## config.mk

```make
export PLATFORM = sky130hd
export DESIGN_NAME = pix_colour_pipe
export DESIGN_NICKNAME = d
export VERILOG_FILES = /design/src/rtl/vdp_pkg.sv /design/src/rtl/pix_clamp_scale.sv /design/src/rtl/pix_colour_pipe.sv
export SDC_FILE = /design/constraint.sdc
export NUM_CORES = 1
export LEC_CHECK = 0
export BUFFER_PORTS_ARGS = -buffer_cell sky130_fd_sc_hd__buf_2
export CAP_MARGIN = 40
export CORE_MARGIN = 5
export CORE_UTILIZATION = 50
export DETAILED_ROUTE_END_ITERATION = 12
export GPL_TIMING_DRIVEN = 0
export PLACE_DENSITY = 0.81
export RECOVER_POWER = 100
export SYNTH_ARGS = -nofsm -noshare
export SYNTH_HDL_FRONTEND = slang
export SYNTH_SLANG_ARGS = --single-unit
```

## constraint.sdc

```tcl
create_clock -name clk_pix -period 10 [get_ports clk_pix]
set_input_delay 1.5 -clock clk_pix [delete_from_list [all_inputs] [get_ports clk_pix]]
set_output_delay 1.5 -clock clk_pix [all_outputs]
set_load 0.005 [all_outputs]
```

## src/rtl/vdp_pkg.sv

```systemverilog
// Shared video-pipeline types: pixel output modes, colour pipe latency, 2x2 ordered dither table.
// Pure definitions, no logic.
// No flow control.
package vdp_pkg;

    typedef enum logic [1:0] {
        PIX_YCOCG = 2'd0,
        PIX_GREY  = 2'd1,
        PIX_BLANK = 2'd2,
        PIX_RSVD  = 2'd3
    } pix_mode_t;

    localparam int PIX_COLOUR_LAT = 5;

    // Indexed by {sy[0], sx[0]}: 0,2,3,1 in quarters of the dropped-LSB range
    localparam logic [7:0] PIX_DITHER_TBL = {2'd1, 2'd3, 2'd2, 2'd0};

    function automatic logic [1:0] pix_dither(input logic [1:0] idx);
        return PIX_DITHER_TBL[{idx, 1'b0} +: 2];
    endfunction

endpackage

```

## src/rtl/pix_clamp_scale.sv

```systemverilog
// Saturates a signed channel to [0, 2^YW-1] and rescales it to OUTW bits (replicate / pass / truncate or dither).
// Combinational, zero latency; the caller registers the result.
// No flow control. Dither uses PIX_COLOUR_PIPE_DITHER_EN.
module pix_clamp_scale
    import vdp_pkg::*;
#(
    parameter int IW   = 10,
    parameter int YW   = 7,
    parameter int OUTW = 8
) (
    input  logic signed [IW-1:0] val,
    input  logic                 sx0,
    input  logic                 sy0,
    output logic [OUTW-1:0]      q
);

    localparam logic signed [IW-1:0] VMAX = IW'((1 << YW) - 1);

    logic [YW-1:0] cl;

    always_comb begin
        if (val[IW-1])
            cl = '0;
        else if (val > VMAX)
            cl = '1;
        else
            cl = val[YW-1:0];
    end

    generate
        if (OUTW > YW) begin : g_rep
            logic unused_pos;
            assign unused_pos = sx0 ^ sy0;
            // Repeat the MSBs into the vacated LSBs so full scale maps to all-ones
            always_comb begin
                q = '0;
                for (int i = 0; i < OUTW; i++)
                    q[OUTW-1-i] = cl[YW-1-(i%YW)];
            end
        end else if (OUTW == YW) begin : g_pass
            logic unused_pos;
            assign unused_pos = sx0 ^ sy0;
            assign q = cl;
        end else begin : g_trunc
`ifdef PIX_COLOUR_PIPE_DITHER_EN
            localparam int D = YW - OUTW;
            logic [YW+2:0] off;
            logic [YW:0]   sum;
            logic [YW-1:0] sat;
            logic          unused_lsb;
            always_comb begin
                off = ({{(YW+1){1'b0}}, pix_dither({sy0, sx0})} << D) >> 2;
                sum = {1'b0, cl} + off[YW:0];
                sat = sum[YW] ? '1 : sum[YW-1:0];
            end
            assign q          = sat[YW-1 -: OUTW];
            assign unused_lsb = ^{off[YW+2:YW+1], sat[D-1:0]};
`else
            logic unused_lsb;
            assign q          = cl[YW-1 -: OUTW];
            assign unused_lsb = ^{cl[YW-OUTW-1:0], sx0, sy0};
`endif
        end
    endgenerate

endmodule

```

## src/rtl/pix_colour_pipe.sv

```systemverilog
// YCoCg -> clamped RGB pixel output pipe with frame-latched mode; optional dither via PIX_COLOUR_PIPE_DITHER_EN.
// Latency: 5 clk_pix for data and sideband alike.
// No backpressure: one pixel accepted every cycle.
module pix_colour_pipe
    import vdp_pkg::*;
#(
    parameter int CORDW = 11,
    parameter int YW    = 7,
    parameter int CW    = 8,
    parameter int OUTW  = 8
) (
    input  logic             clk_pix,
    input  logic             rst_pix,
    input  logic             frame_i,
    input  logic [1:0]       mode_i,
    input  logic [YW-1:0]    y_i,
    input  logic [CW-1:0]    co_i,
    input  logic [CW-1:0]    cg_i,
    input  logic [CORDW-1:0] sx_i,
    input  logic [CORDW-1:0] sy_i,
    input  logic             de_i,
    input  logic             hsync_i,
    input  logic             vsync_i,
    output logic [CORDW-1:0] sx,
    output logic [CORDW-1:0] sy,
    output logic             de,
    output logic             hsync,
    output logic             vsync,
    output logic [OUTW-1:0]  r,
    output logic [OUTW-1:0]  g,
    output logic [OUTW-1:0]  b,
    output logic [1:0]       mode_o
);

    localparam int IW = CW + 2;
    localparam int L  = PIX_COLOUR_LAT;

    pix_mode_t mode_q, mode_in;

    // The frame-start pixel already uses the newly requested mode
    assign mode_in = frame_i ? pix_mode_t'(mode_i) : mode_q;
    assign mode_o  = mode_q;

    always_ff @(posedge clk_pix or posedge rst_pix) begin
        if (rst_pix)
            mode_q <= PIX_YCOCG;
        else if (frame_i)
            mode_q <= pix_mode_t'(mode_i);
    end

    logic [CORDW-1:0] sx_d [L];
    logic [CORDW-1:0] sy_d [L];
    logic             de_d [L];
    logic             hs_d [L];
    logic             vs_d [L];

    always_ff @(posedge clk_pix or posedge rst_pix) begin
        if (rst_pix) begin
            for (int i = 0; i < L; i++) begin
                sx_d[i] <= '0;
                sy_d[i] <= '0;
                de_d[i] <= 1'b0;
                hs_d[i] <= 1'b0;
                vs_d[i] <= 1'b0;
            end
        end else begin
            sx_d[0] <= sx_i;
            sy_d[0] <= sy_i;
            de_d[0] <= de_i;
            hs_d[0] <= hsync_i;
            vs_d[0] <= vsync_i;
            for (int i = 1; i < L; i++) begin
                sx_d[i] <= sx_d[i-1];
                sy_d[i] <= sy_d[i-1];
                de_d[i] <= de_d[i-1];
                hs_d[i] <= hs_d[i-1];
                vs_d[i] <= vs_d[i-1];
            end
        end
    end

    assign sx    = sx_d[L-1];
    assign sy    = sy_d[L-1];
    assign de    = de_d[L-1];
    assign hsync = hs_d[L-1];
    assign vsync = vs_d[L-1];

    logic signed [IW-1:0] y_x, co_x, cg_x;
    assign y_x  = IW'(y_i);
    assign co_x = IW'($signed(co_i));
    assign cg_x = IW'($signed(cg_i));

    logic signed [IW-1:0] tmp1, co1, cg1, g2, b2, co2, r3, g3, b3;
    logic [YW-1:0]        y1, y2;
    logic [OUTW-1:0]      r4, g4, b4, r4_c, g4_c, b4_c;
    pix_mode_t            m1, m2, m3, m4;

    always_ff @(posedge clk_pix or posedge rst_pix) begin
        if (rst_pix) begin
            tmp1 <= '0; co1 <= '0; cg1 <= '0; y1 <= '0; m1 <= PIX_YCOCG;
            g2   <= '0; b2  <= '0; co2 <= '0; y2 <= '0; m2 <= PIX_YCOCG;
            r3   <= '0; g3  <= '0; b3  <= '0;           m3 <= PIX_YCOCG;
            r4   <= '0; g4  <= '0; b4  <= '0;           m4 <= PIX_YCOCG;
            r    <= '0; g   <= '0; b   <= '0;
        end else begin
            tmp1 <= y_x - (cg_x >>> 1);
            co1  <= co_x;
            cg1  <= cg_x;
            y1   <= y_i;
            m1   <= mode_in;

            g2   <= cg1 + tmp1;
            b2   <= tmp1 - (co1 >>> 1);
            co2  <= co1;
            y2   <= y1;
            m2   <= m1;

            // Grey mode bypasses the conversion result with luma on all channels
            if (m2 == PIX_GREY) begin
                r3 <= IW'(y2);
                g3 <= IW'(y2);
                b3 <= IW'(y2);
            end else begin
                r3 <= b2 + co2;
                g3 <= g2;
                b3 <= b2;
            end
            m3 <= m2;

            r4 <= r4_c;
            g4 <= g4_c;
            b4 <= b4_c;
            m4 <= m3;

            if (de_d[3] && (m4 == PIX_YCOCG || m4 == PIX_GREY)) begin
                r <= r4;
                g <= g4;
                b <= b4;
            end else begin
                r <= '0;
                g <= '0;
                b <= '0;
            end
        end
    end

    pix_clamp_scale #(.IW(IW), .YW(YW), .OUTW(OUTW)) u_cs_r (
        .val(r3), .sx0(sx_d[2][0]), .sy0(sy_d[2][0]), .q(r4_c)
    );
    pix_clamp_scale #(.IW(IW), .YW(YW), .OUTW(OUTW)) u_cs_g (
        .val(g3), .sx0(sx_d[2][0]), .sy0(sy_d[2][0]), .q(g4_c)
    );
    pix_clamp_scale #(.IW(IW), .YW(YW), .OUTW(OUTW)) u_cs_b (
        .val(b3), .sx0(sx_d[2][0]), .sy0(sy_d[2][0]), .q(b4_c)
    );

endmodule
```

Word-level counts from Yosys, hierarchy flattened
Index checks and enable logic that the tools add are counted.
- flip-flop bits (word level): 278
- latch bits: 0
- bits in writable memories: 0
- memory bits (read-only): 0
- input port bits: 53
- output and inout bits: 51
- word-level logic and storage cells: 70
- memories: 0
- add/sub/neg operators: 4
- multiply operators: 0
- div/mod/pow operators: 0
- order comparisons: 3
- eq/ne operators: 2
- shift-type cells: 0
- multiplexer cells: 12
- bitwise gates (word level): 0
- reduce and logical (&&, ||, !) cells: 3
- operators with widths (cell ; count):
    2-to-1 mux 7 bit ; 6
    greater-than comparator 10 x 8 -> 1 bit, second input constant ; 3
    2-to-1 mux 10 bit ; 3
    2-to-1 mux 8 bit ; 3
    adder 10 x 8 -> 10 bit ; 1
    adder 8 x 9 -> 10 bit ; 1
    subtractor 9 x 7 -> 10 bit ; 1
    subtractor 8 x 7 -> 9 bit ; 1
    equality test 2 x 1 -> 1 bit, second input constant ; 2
    logical NOT 2 bit ; 1
    logical AND 1 bit ; 1
    logical OR 1 bit ; 1

Longest topological paths before layout
Gate-level depths: netlist of run 1.
- word-level depth: 4
- depth in mapped cells: 9
- gate-level depth less buffers: 9

Modules after synthesis
Synthesis of run 1 repeated with hierarchy kept, for this count alone.
- cell total of the unflattened synthesis: 630
- area total of the unflattened synthesis: 9220.1 sq um
- modules (own cells, without submodules) (module ; instances ; cells an instance ; area an instance (sq um) ; seq. area each (sq um)):
    pix_colour_pipe ; 1 ; 585 ; 9013.6 ; 6906.6
    pix_clamp_scale ; 3 ; 15 ; 68.8 ; 0.0

Least setup slack after synthesis of run 1
Ideal clock, no wire load.
- kind: input -> register
- from: input y_i[0]
- to: register tmp1[6]
- setup time: 80 ps
- arrival: 2667 ps
- required time: 9920 ps
- path slack: 7253 ps
- cell stages on the path: 8
- buffers on the path: 0
- path through: inv_1 -> ha_1 -> fa_1 -> nor2b_1 -> o31a_1 -> o21ai_0 -> nand2b_1 -> xnor2_1
- longest elaborated chain between the ends: 1
- ends and longest elaborated chain (element ; RTL line ; source):
    start, declared ; pix_colour_pipe.sv:16 ; input logic [YW-1:0] y_i,
    subtractor 8 x 7 -> 9 bit ; pix_colour_pipe.sv:106 ; tmp1 <= y_x - (cg_x >>> 1);
    end signal, assigned ; pix_colour_pipe.sv:106 ;
    end, declared ; pix_colour_pipe.sv:93 ; logic signed [IW-1:0] tmp1, co1, cg1, g2, b2, co2, r3, g3, b3;
Every way passes these cells.
A chain may end at the register's enable or synchronous reset.

==> impl_metrics.toml, run 1 <==
[status]
outcome = "complete, but fails checks"
violations = "max-capacitance violations, max-slew violations"

[synthesis]
synth.avg_cell_area_um2 = 14.43
post_synth_instance_area_um2 = 9062
yosys_most_used_dff = "sky130_fd_sc_hd__dfrtp_1"
asyncSetResetFlopFracSynth = 1.000
syn_inst = 628
share_of_the_synthesized_area_in_the_top_cell_type = 0.7455
synth_largest_area_cell = "sky130_fd_sc_hd__dfrtp_1"
number_of_flops_mapped_to_enable_cells_by_yosys = 0
synth.top_cells.by_area = "sky130_fd_sc_hd__dfrtp_1 75%, sky130_fd_sc_hd__ha_1 4.8%, sky130_fd_sc_hd__nor2_1 2.7%, sky130_fd_sc_hd__buf_4 2.1%, sky130_fd_sc_hd__nand2_1 2.0%"
netlist-cell-type-count = 42
ys_seq_area_frac = 0.7455
yosys_warning_total = 0
syn-num-nets = 720
ys_seq_elements = 270

[clocking]
cts.root.buffer_cell = "sky130_fd_sc_hd__clkbuf_16"
clkSinkCount = 270
cts.reportedPaths.clkPinSlew_ns = 0.06
clock_tree.buffer_depth = 3
tritoncts_clock_tree = "yes"
clock_insertion_delay_worst_skew_ns = 0.53
cts_inserted_buffers = 26
post_cts_resized = 0
cts.htree.levels = 1
cts_post_setup_buffers_inserted = 0
number_of_hold_buffers_added_after_cts = 0

[setup_path]
critPathCaptureType = "async pin"
critical_path_peak_fanout = 114
worst-endpoint-required_ns = 10.62
critical_path_class = "primary input to async pin"
arrival_ns = 3.94
worstSetupStartpointType = "primary input"

[run]
max_cap_violations = 1

[drt]
detail_route.vias_per_cell = 4.620
postRouteAntennaNets = 0
per_cell_routed_wire_length_um = 13.77
dr.first_iter.drc_count = 171
routed-via-count = 4648
drtPass1Iterations = 4
post-route-drc-count = 0
drt_wl_total_um = 13850

[grt]
wire_length_of_the_first_global_routing_pass_um = 23230
grt_use_met2 = 0.2277
busiest_layer = "met2"
global_route.usage.total = 0.1387
grt_pass1_vias = 4849
grt_start_max_net_pins = 115
global_route.usage.met3 = 0.02877
globalRoute.totalOverflow = 0
use_met1 = 0.1871
grt_antenna_before_repair = 0

[finish]
mostFrequentLayoutCells = "270 x sky130_fd_sc_hd__dfrtp_1, 68 x sky130_fd_sc_hd__buf_2, 66 x sky130_fd_sc_hd__nor2_1"
finish.instance_area_um2 = 10670
finish.net_count = 853
final_common_cell = "sky130_fd_sc_hd__dfrtp_1"
ff_latch_area_um2 = 6756
p_r_area_growth_vs_syn_pct = 17.69
multi_input_comb_area_um2 = 1928
layout-drive-gt1-share = 0.1879
antenna_cells = 0
filler_cell_count = 1410

[power]
powerDensity_nw_per_um2 = 252.2
vdd_ir_drop_max_uv = 167.7
total_leakage_power_nw = 5.118

[timing]
rsz0062_at_grt = "false"
finalWorstSetupSlack_ns = 6.682
max_clock_freq_mhz = 301.4
slew_headroom = -1.109
max_slew.worst_pin.slew_ns = 3.146
fin_setup_tns_ns = 0
fin_crit_ns = 3.318
clock_skew_ns = 0.01029
setup_viols_final = 0
min_period_over_period = 0.3318
fin_hold_ws_ns = 0.3424
finalHoldViolCount = 0
slew_viol_final = 72

[placement]
numPortBuffers = 103
post-dp-hpwl_um = 9541
place_worst_setup_slack_ns = 6.985
place_congestion = 0.8000
placed_cell_area_um2 = 9927

[floorplanning]
effective_utilization_at_floorplan = 0.5062
fp.dieH_um = 144.6
dieWidth_um = 144.6
num_io_pins = 104
floorplan.core_area_um2 = 17900
row_count = 49
die_area_um2 = 20920

[worst_hold_path]
timing.hold.worst.class = "register to register"
## path summary, 6_finish.rpt
kind	from	end	slack [ns]	cells after the start
setup / recovery	rst_pix	tmp1[6]	6.68	3
hold / removal	sy_d[33]	sy_d[22]	0.34	0
setup reg to reg	b2[0]	r3[8]	7.37	7
hold reg to reg	sy_d[33]	sy_d[22]	0.34	0
max in group clk_pix	g[0]	g[7]	7.36	2
min in group asynchronous	rst_pix	sx_d[19]	1.88	2
## registers in the layout, summed over array words and instances (netlist names), 7 cells and up
name	count
b2	10
tmp1	9
y1	7
r4	7
g2	10
g4	7
sx	11
sx_d	44
r3	10
co2	8
sy_d	44
cg1	8
co1	8
r	7
b	7
g3	10
b4	7
g	7
y2	7
sy	11
b3	10
## cell usage after synthesis (2+ instances only)
cell type / instances
sky130_fd_sc_hd__nor2b_1: 5
sky130_fd_sc_hd__a211oi_1: 2
sky130_fd_sc_hd__xnor2_1: 19
sky130_fd_sc_hd__inv_1: 29
sky130_fd_sc_hd__o21ai_0: 14
sky130_fd_sc_hd__nor3_1: 3
sky130_fd_sc_hd__nand2_1: 49
sky130_fd_sc_hd__o21ai_1: 3
sky130_fd_sc_hd__o211ai_1: 3
sky130_fd_sc_hd__or2_2: 4
sky130_fd_sc_hd__and2_1: 28
sky130_fd_sc_hd__nor2_1: 66
sky130_fd_sc_hd__nand3_1: 4
sky130_fd_sc_hd__dfrtp_1: 270
sky130_fd_sc_hd__o31a_1: 2
sky130_fd_sc_hd__ha_1: 35
sky130_fd_sc_hd__and3_1: 2
sky130_fd_sc_hd__o21a_1: 6
sky130_fd_sc_hd__mux2_2: 2
sky130_fd_sc_hd__buf_4: 25
sky130_fd_sc_hd__a21o_1: 5
sky130_fd_sc_hd__fa_1: 4
sky130_fd_sc_hd__xor2_1: 7
sky130_fd_sc_hd__o21bai_1: 2
sky130_fd_sc_hd__nand2b_1: 2
sky130_fd_sc_hd__clkbuf_1: 8
sky130_fd_sc_hd__a21oi_1: 14
## cell type report
type | instances | area share
Multi-Input combinational cell | 296 | 0.1808
Clock buffer | 37 | 0.07145
Inverter | 29 | 0.01032
Buffer | 33 | 0.02041
Timing Repair Buffer | 105 | 0.04939
Clock inverter | 7 | 0.007274
Sequential cell | 270 | 0.6335
Tap cell | 229 | 0.02687
## logic make-up (layout without fill, tap and decap cells)
logic type | Yosys count | after routing | share of synthesized area
compound gates | 62 | 62 | 0.04957
xor+xnor | 26 | 26 | 0.02513
fa+ha+maj | 39 | 39 | 0.05716
buf+inv | 62 | 211 | 0.03603
flops | 270 | 270 | 0.7455
mux | 2 | 2 | 0.002485
simple gates | 167 | 167 | 0.08408
## metal layers
layer,vias to the layer above,part of all wire
met5,-,0
met3,34,0.066
li1,2258,-
met1,2222,0.43
met2,134,0.48
met4,0,0.026
## worst max-delay path: stages
cell	delay, ns
sky130_fd_sc_hd__buf_2	0.10
sky130_fd_sc_hd__clkinvlp_2	1.77
sky130_fd_sc_hd__buf_16	0.46
## where the power goes
part / switching (mW) / total [mW] / internal, mW
clock network: 0.376 / 0.930 / 0.553
logic: 0.236 / 0.423 / 0.187
registers: 0.0673 / 1.34 / 1.27
total: 0.680 / 2.69 / 2.01
## per-stage QoR
step,power [mW],cells,util
2_1_floorplan,1.667,628,-
3_3_place_gp,1.773,960,0.5510
3_5_place_dp,1.798,962,0.5545
4_1_cts,2.750,1006,0.6014
5_1_grt,2.854,1006,0.5958
6_report,2.690,1006,0.5958
No activity file was read; power rests on OpenSTA's default activity.
==> run 2, diff against run 1 <==
- PLACE_DENSITY: 0.81 -> 0.84
- clock period: 10 -> 2.9 ns (I/O delays scaled with it)
==> impl_metrics.toml, run 2 (synthesis gave the netlist of run 1 again) <==
[status]
outcome = "complete, no violations"

[floorplanning]
effective_utilization_at_floorplan = 0.5062
row_count = 49
die_area_um2 = 20920
fp.dieH_um = 144.6
dieWidth_um = 144.6
num_io_pins = 104
floorplan.core_area_um2 = 17900

[placement]
numPortBuffers = 103
placed_cell_area_um2 = 10040
place_congestion = 0.8706
post-dp-hpwl_um = 10020

[clocking]
clkSinkCount = 270
clock_tree.buffer_depth = 3
cts.reportedPaths.clkPinSlew_ns = 0.06
clock_insertion_delay_worst_skew_ns = 0.51
cts_post_setup_buffers_inserted = 0
post_cts_resized = 0
number_of_hold_buffers_added_after_cts = 1
cts.root.buffer_cell = "sky130_fd_sc_hd__clkbuf_16"
cts_inserted_buffers = 26
tritoncts_clock_tree = "yes"
cts.htree.levels = 1

[drt]
routed-via-count = 4685
drtPass1Iterations = 4
dr.first_iter.drc_count = 157
postRouteAntennaNets = 0
drt_wl_total_um = 13980
detail_route.vias_per_cell = 4.607
post-route-drc-count = 0
per_cell_routed_wire_length_um = 13.74

[power]
power_mw = 9.469
total_leakage_power_nw = 5.201
vdd_ir_drop_max_uv = 524.7
powerDensity_nw_per_um2 = 874.0

[finish]
layout-drive-gt1-share = 0.1980
mostFrequentLayoutCells = "270 x sky130_fd_sc_hd__dfrtp_1, 66 x sky130_fd_sc_hd__nor2_1, 65 x sky130_fd_sc_hd__buf_2"
largestRegisters = "sx_d x44, sy_d x44"
finish.net_count = 860
p_r_area_growth_vs_syn_pct = 19.55
finish.instance_area_um2 = 10830
postLayoutCoreUtil = 0.6052
filler_cell_count = 1403
antenna_cells = 0
final_common_cell = "sky130_fd_sc_hd__dfrtp_1"

[timing]
slew_headroom = 0.3714
finalHoldViolCount = 0
clock_skew_ns = 0.01041
min_period_over_period = 0.7648
setup_viols_final = 0
fin_hold_ws_ns = 0.02796
rsz0062_at_grt = "false"
fin_crit_ns = 2.218
max_clock_freq_mhz = 450.9
max_slew.worst_pin.slew_ns = 0.9378
slew_viol_final = 0

[setup_path]
critPathCaptureType = "async pin"
worst-endpoint-required_ns = 3.52
critical_path_class = "primary input to async pin"
arrival_ns = 2.84
worstSetupStartpointType = "primary input"
critical_path_peak_fanout = 37

[grt]
global_route.usage.total = 0.1420
wire_length_of_the_first_global_routing_pass_um = 23600
grt_start_max_net_pins = 39
globalRoute.totalOverflow = 0
grt_pass1_vias = 4899
grt_antenna_before_repair = 0

[run]
max_cap_violations = 0

[worst_hold_path]
timing.hold.worst.class = "primary input to register"
run 2: cell types whose count changed in the layout (fill, tap and decap cells not counted), sizes merged:
cell         change
clkbuf           -7
clkinvlp         +2
bufinv           +2
buf              +6
dlygate4sd3      +1
inv              +1
clkinv           +6
run 2: worst max-delay path, stage by stage:
cell and delay [ns]:
sky130_fd_sc_hd__dlygate4sd3_1 0.53, sky130_fd_sc_hd__buf_2 0.12, sky130_fd_sc_hd__clkinvlp_2 0.56, sky130_fd_sc_hd__buf_16 0.25, sky130_fd_sc_hd__buf_12 0.22, sky130_fd_sc_hd__buf_12 0.22, sky130_fd_sc_hd__clkbuf_4 0.47
run 2: layout make-up:
type	count	area, µm²	share of cell area
plain buffers	33	217.7	0.02009
clock buffers	30	706.9	0.06525
clock inverters	18	180.2	0.01663
inverters	29	110.1	0.01016
multi-input cells	296	1943	0.1794
flip-flops and latches	270	6756	0.6236
well taps	229	286.5	0.02645
repair buffers	112	633.1	0.05844
run 2: per-layer routing:
metal | up-vias | share of wire | GRT usage
li1 | 2269 | - | -
met1 | 2275 | 0.41 | 0.1922
met2 | 120 | 0.50 | 0.2402
met3 | 21 | 0.066 | 0.02315
met4 | 0 | 0.022 | 0.04173
met5 | - | 0 | 0
run 2: per-stage QoR:
step	setup TNS, ns	instances	setup slack [ns]
floorplan	-297.66	628	-1.102
global placement	-596.20	960	-2.233
CTS	0	1017	0.7825
finish	0	1017	0.6820
global route	0	1017	0.3438
detailed placement	0	968	0.7990
run 2: worst paths after layout:
check | startpoint | cells past startpoint | end | slack, ns
setup / recovery | rst_pix | 7 | sy_d[43] | 0.68
hold / removal | co_i[0] | 1 | co1[0] | 0.03
setup reg to reg | b2[0] | 7 | r3[8] | 0.77
hold reg to reg | sx_d[37] | 0 | sx_d[26] | 0.34
max in group clk_pix | b2[0] | 7 | r3[8] | 0.77
min in group asynchronous | rst_pix | 3 | g[2] | 0.63
run 2: where the power goes:
part / internal (mW) / switching [mW] / leakage (nW)
Combinational: 0.669 / 0.812 / 1.57
Clock: 2.02 / 1.36 / 0.439
Sequential: 4.38 / 0.232 / 3.19
==> run 3, diff against run 2 <==
- clock period: 2.9 -> 1.8 ns (I/O delays scaled with it)
==> impl_metrics.toml, run 3 (synthesis gave the netlist of run 1 again) <==
[status]
outcome = "complete, but fails checks"
violations = "negative setup slack"

[finish]
finish.net_count = 918
final_common_cell = "sky130_fd_sc_hd__dfrtp_1"
p_r_area_growth_vs_syn_pct = 26.59
layout-drive-gt1-share = 0.2080
ff_latch_area_um2 = 6756
largestRegisters = "sx_d x44, sy_d x44"
multi_input_comb_area_um2 = 2036
filler_cell_count = 1312
layoutNonFillerInstCount = 1075
mostFrequentLayoutCells = "270 x sky130_fd_sc_hd__dfrtp_1, 69 x sky130_fd_sc_hd__buf_2, 65 x sky130_fd_sc_hd__nor2_1"
finish.instance_area_um2 = 11470
antenna_cells = 0

[floorplanning]
fp.dieH_um = 144.6
die_area_um2 = 20920
floorplan.core_area_um2 = 17900
dieWidth_um = 144.6
num_io_pins = 104
row_count = 49
effective_utilization_at_floorplan = 0.5062

[timing]
finalWorstSetupSlack_ns = -0.1762
max_clock_freq_mhz = 506.0
finalHoldViolCount = 0
clock_skew_ns = 0.02203
fin_setup_tns_ns = -0.7778
slew_headroom = 0.3548
rsz0062_at_grt = "true"
max_slew.worst_pin.slew_ns = 0.9626
slew_viol_final = 0
fin_crit_ns = 1.976
min_period_over_period = 1.098
setup_viols_final = 12

[setup_path]
worstReg2RegEnd = "r3[8]"
reg2reg_setup_slack_ns = -0.18
critical_path_class = "register to register"
worstSetupStartpointType = "register"
critical_path_peak_fanout = 2
worst-endpoint-required_ns = 2.19
critPathCaptureType = "register"
worst_r2r_path_depth = 7
r2r-start = "b2[0]"
arrival_ns = 2.36

[worst_hold_path]
hold_end = "m1[1]"
hold-path-cell-count = 2
min_from = "frame_i"
timing.hold.worst.class = "primary input to register"

[power]
vdd_ir_drop_max_uv = 738.1
power_mw = 15.45
total_leakage_power_nw = 5.464
powerDensity_nw_per_um2 = 1347

[grt]
grt_antenna_before_repair = 0
globalRoute.totalOverflow = 0
global_route.usage.total = 0.1568
grt_pass1_vias = 5354
grt_start_max_net_pins = 38
wire_length_of_the_first_global_routing_pass_um = 25800

[placement]
placed_cell_area_um2 = 10040
placedCellCount = 968
place_congestion = 0.8622
place_worst_setup_slack_ns = -0.2208
post-dp-hpwl_um = 10560
numPortBuffers = 103

[run]
max_cap_violations = 0

[drt]
drt_wl_total_um = 15810
per_cell_routed_wire_length_um = 14.71
dr.first_iter.drc_count = 221
detail_route.vias_per_cell = 4.635
postRouteAntennaNets = 0
post-route-drc-count = 0
routed-via-count = 4983
drtPass1Iterations = 4

[clocking]
tritoncts_clock_tree = "yes"
clock_tree.buffer_depth = 3
cts.root.buffer_cell = "sky130_fd_sc_hd__clkbuf_16"
clkSinkCount = 270
cts_inserted_buffers = 26
cts.reportedPaths.clkPinSlew_ns = 0.07
clock_insertion_delay_worst_skew_ns = 0.52
cts.htree.levels = 1
-- run 3: layout make-up --
cell class / instances / share of cell area
clock inverter: 10 / 0.01025
timing repair buffer: 170 / 0.1038
multi-input combinational: 296 / 0.1774
inverter: 29 / 0.009598
clock buffer: 38 / 0.06598
sequential: 270 / 0.5889
tap: 229 / 0.02498
buffer: 33 / 0.01898
-- run 3: worst max-delay path: stages, from the launching register on --
cell and delay [ns]:
sky130_fd_sc_hd__dfrtp_1 0.42, sky130_fd_sc_hd__ha_4 0.18, sky130_fd_sc_hd__fa_2 0.34, sky130_fd_sc_hd__a21o_1 0.21
sky130_fd_sc_hd__a2111oi_4 0.37, sky130_fd_sc_hd__a21oi_2 0.10, sky130_fd_sc_hd__xnor2_1 0.16, sky130_fd_sc_hd__nor2_1 0.06
-- run 3: report_power, final --
group | internal [mW] | total [mW] | switching (mW)
clock | 3.22 | 5.36 | 2.14
combinational | 1.23 | 2.65 | 1.42
sequential | 7.05 | 7.44 | 0.388
total | 11.5 | 15.5 | 3.95
-- run 3: timing repair --
action | in CTS | in global routing
pin swaps | 3 | 10
hold endpoints to repair | 70 | 0
endpoints found under the setup margin | 6 | 14
setup buffers | 4 | 2
resized for setup | 9 | 11
hold buffers | 53 | 0
-- run 3: worst max-delay path by stage --
| stage | depth (start not counted) | slack, ns | endpoint | from |
|---|---|---|---|---|
| after floorplan | 1 | -2.04 | b2[0] | rst_pix |
| after global placement | 2 | -3.16 | y2[1] | rst_pix |
| after CTS | 7 | -0.15 | r3[8] | b2[0] |
| after detailed placement | 7 | -0.22 | r3[8] | b2[0] |
| final | 7 | -0.18 | r3[8] | b2[0] |
| after global routing | 7 | -0.29 | r3[8] | b2[0] |
-- run 3: metal layers --
metal | routed length (µm) | global-route usage | part of all wire
met1 | 6052 | 0.1937 | 0.38
met2 | 8386 | 0.2782 | 0.53
met5 | 0 | 0 | 0
met4 | 421 | 0.05302 | 0.027
met3 | 953 | 0.02976 | 0.060
-- run 3: per-stage QoR --
| step | util | hold slack [ns] |
|---|---|---|
| floorplan | - | 0.3014 |
| global placement | 0.5515 | 0.3311 |
| detailed placement | 0.5609 | 0.3206 |
| CTS | 0.6431 | 0.009459 |
| global route | 0.6408 | 0.03881 |
| finish | 0.6408 | 0.05685 |
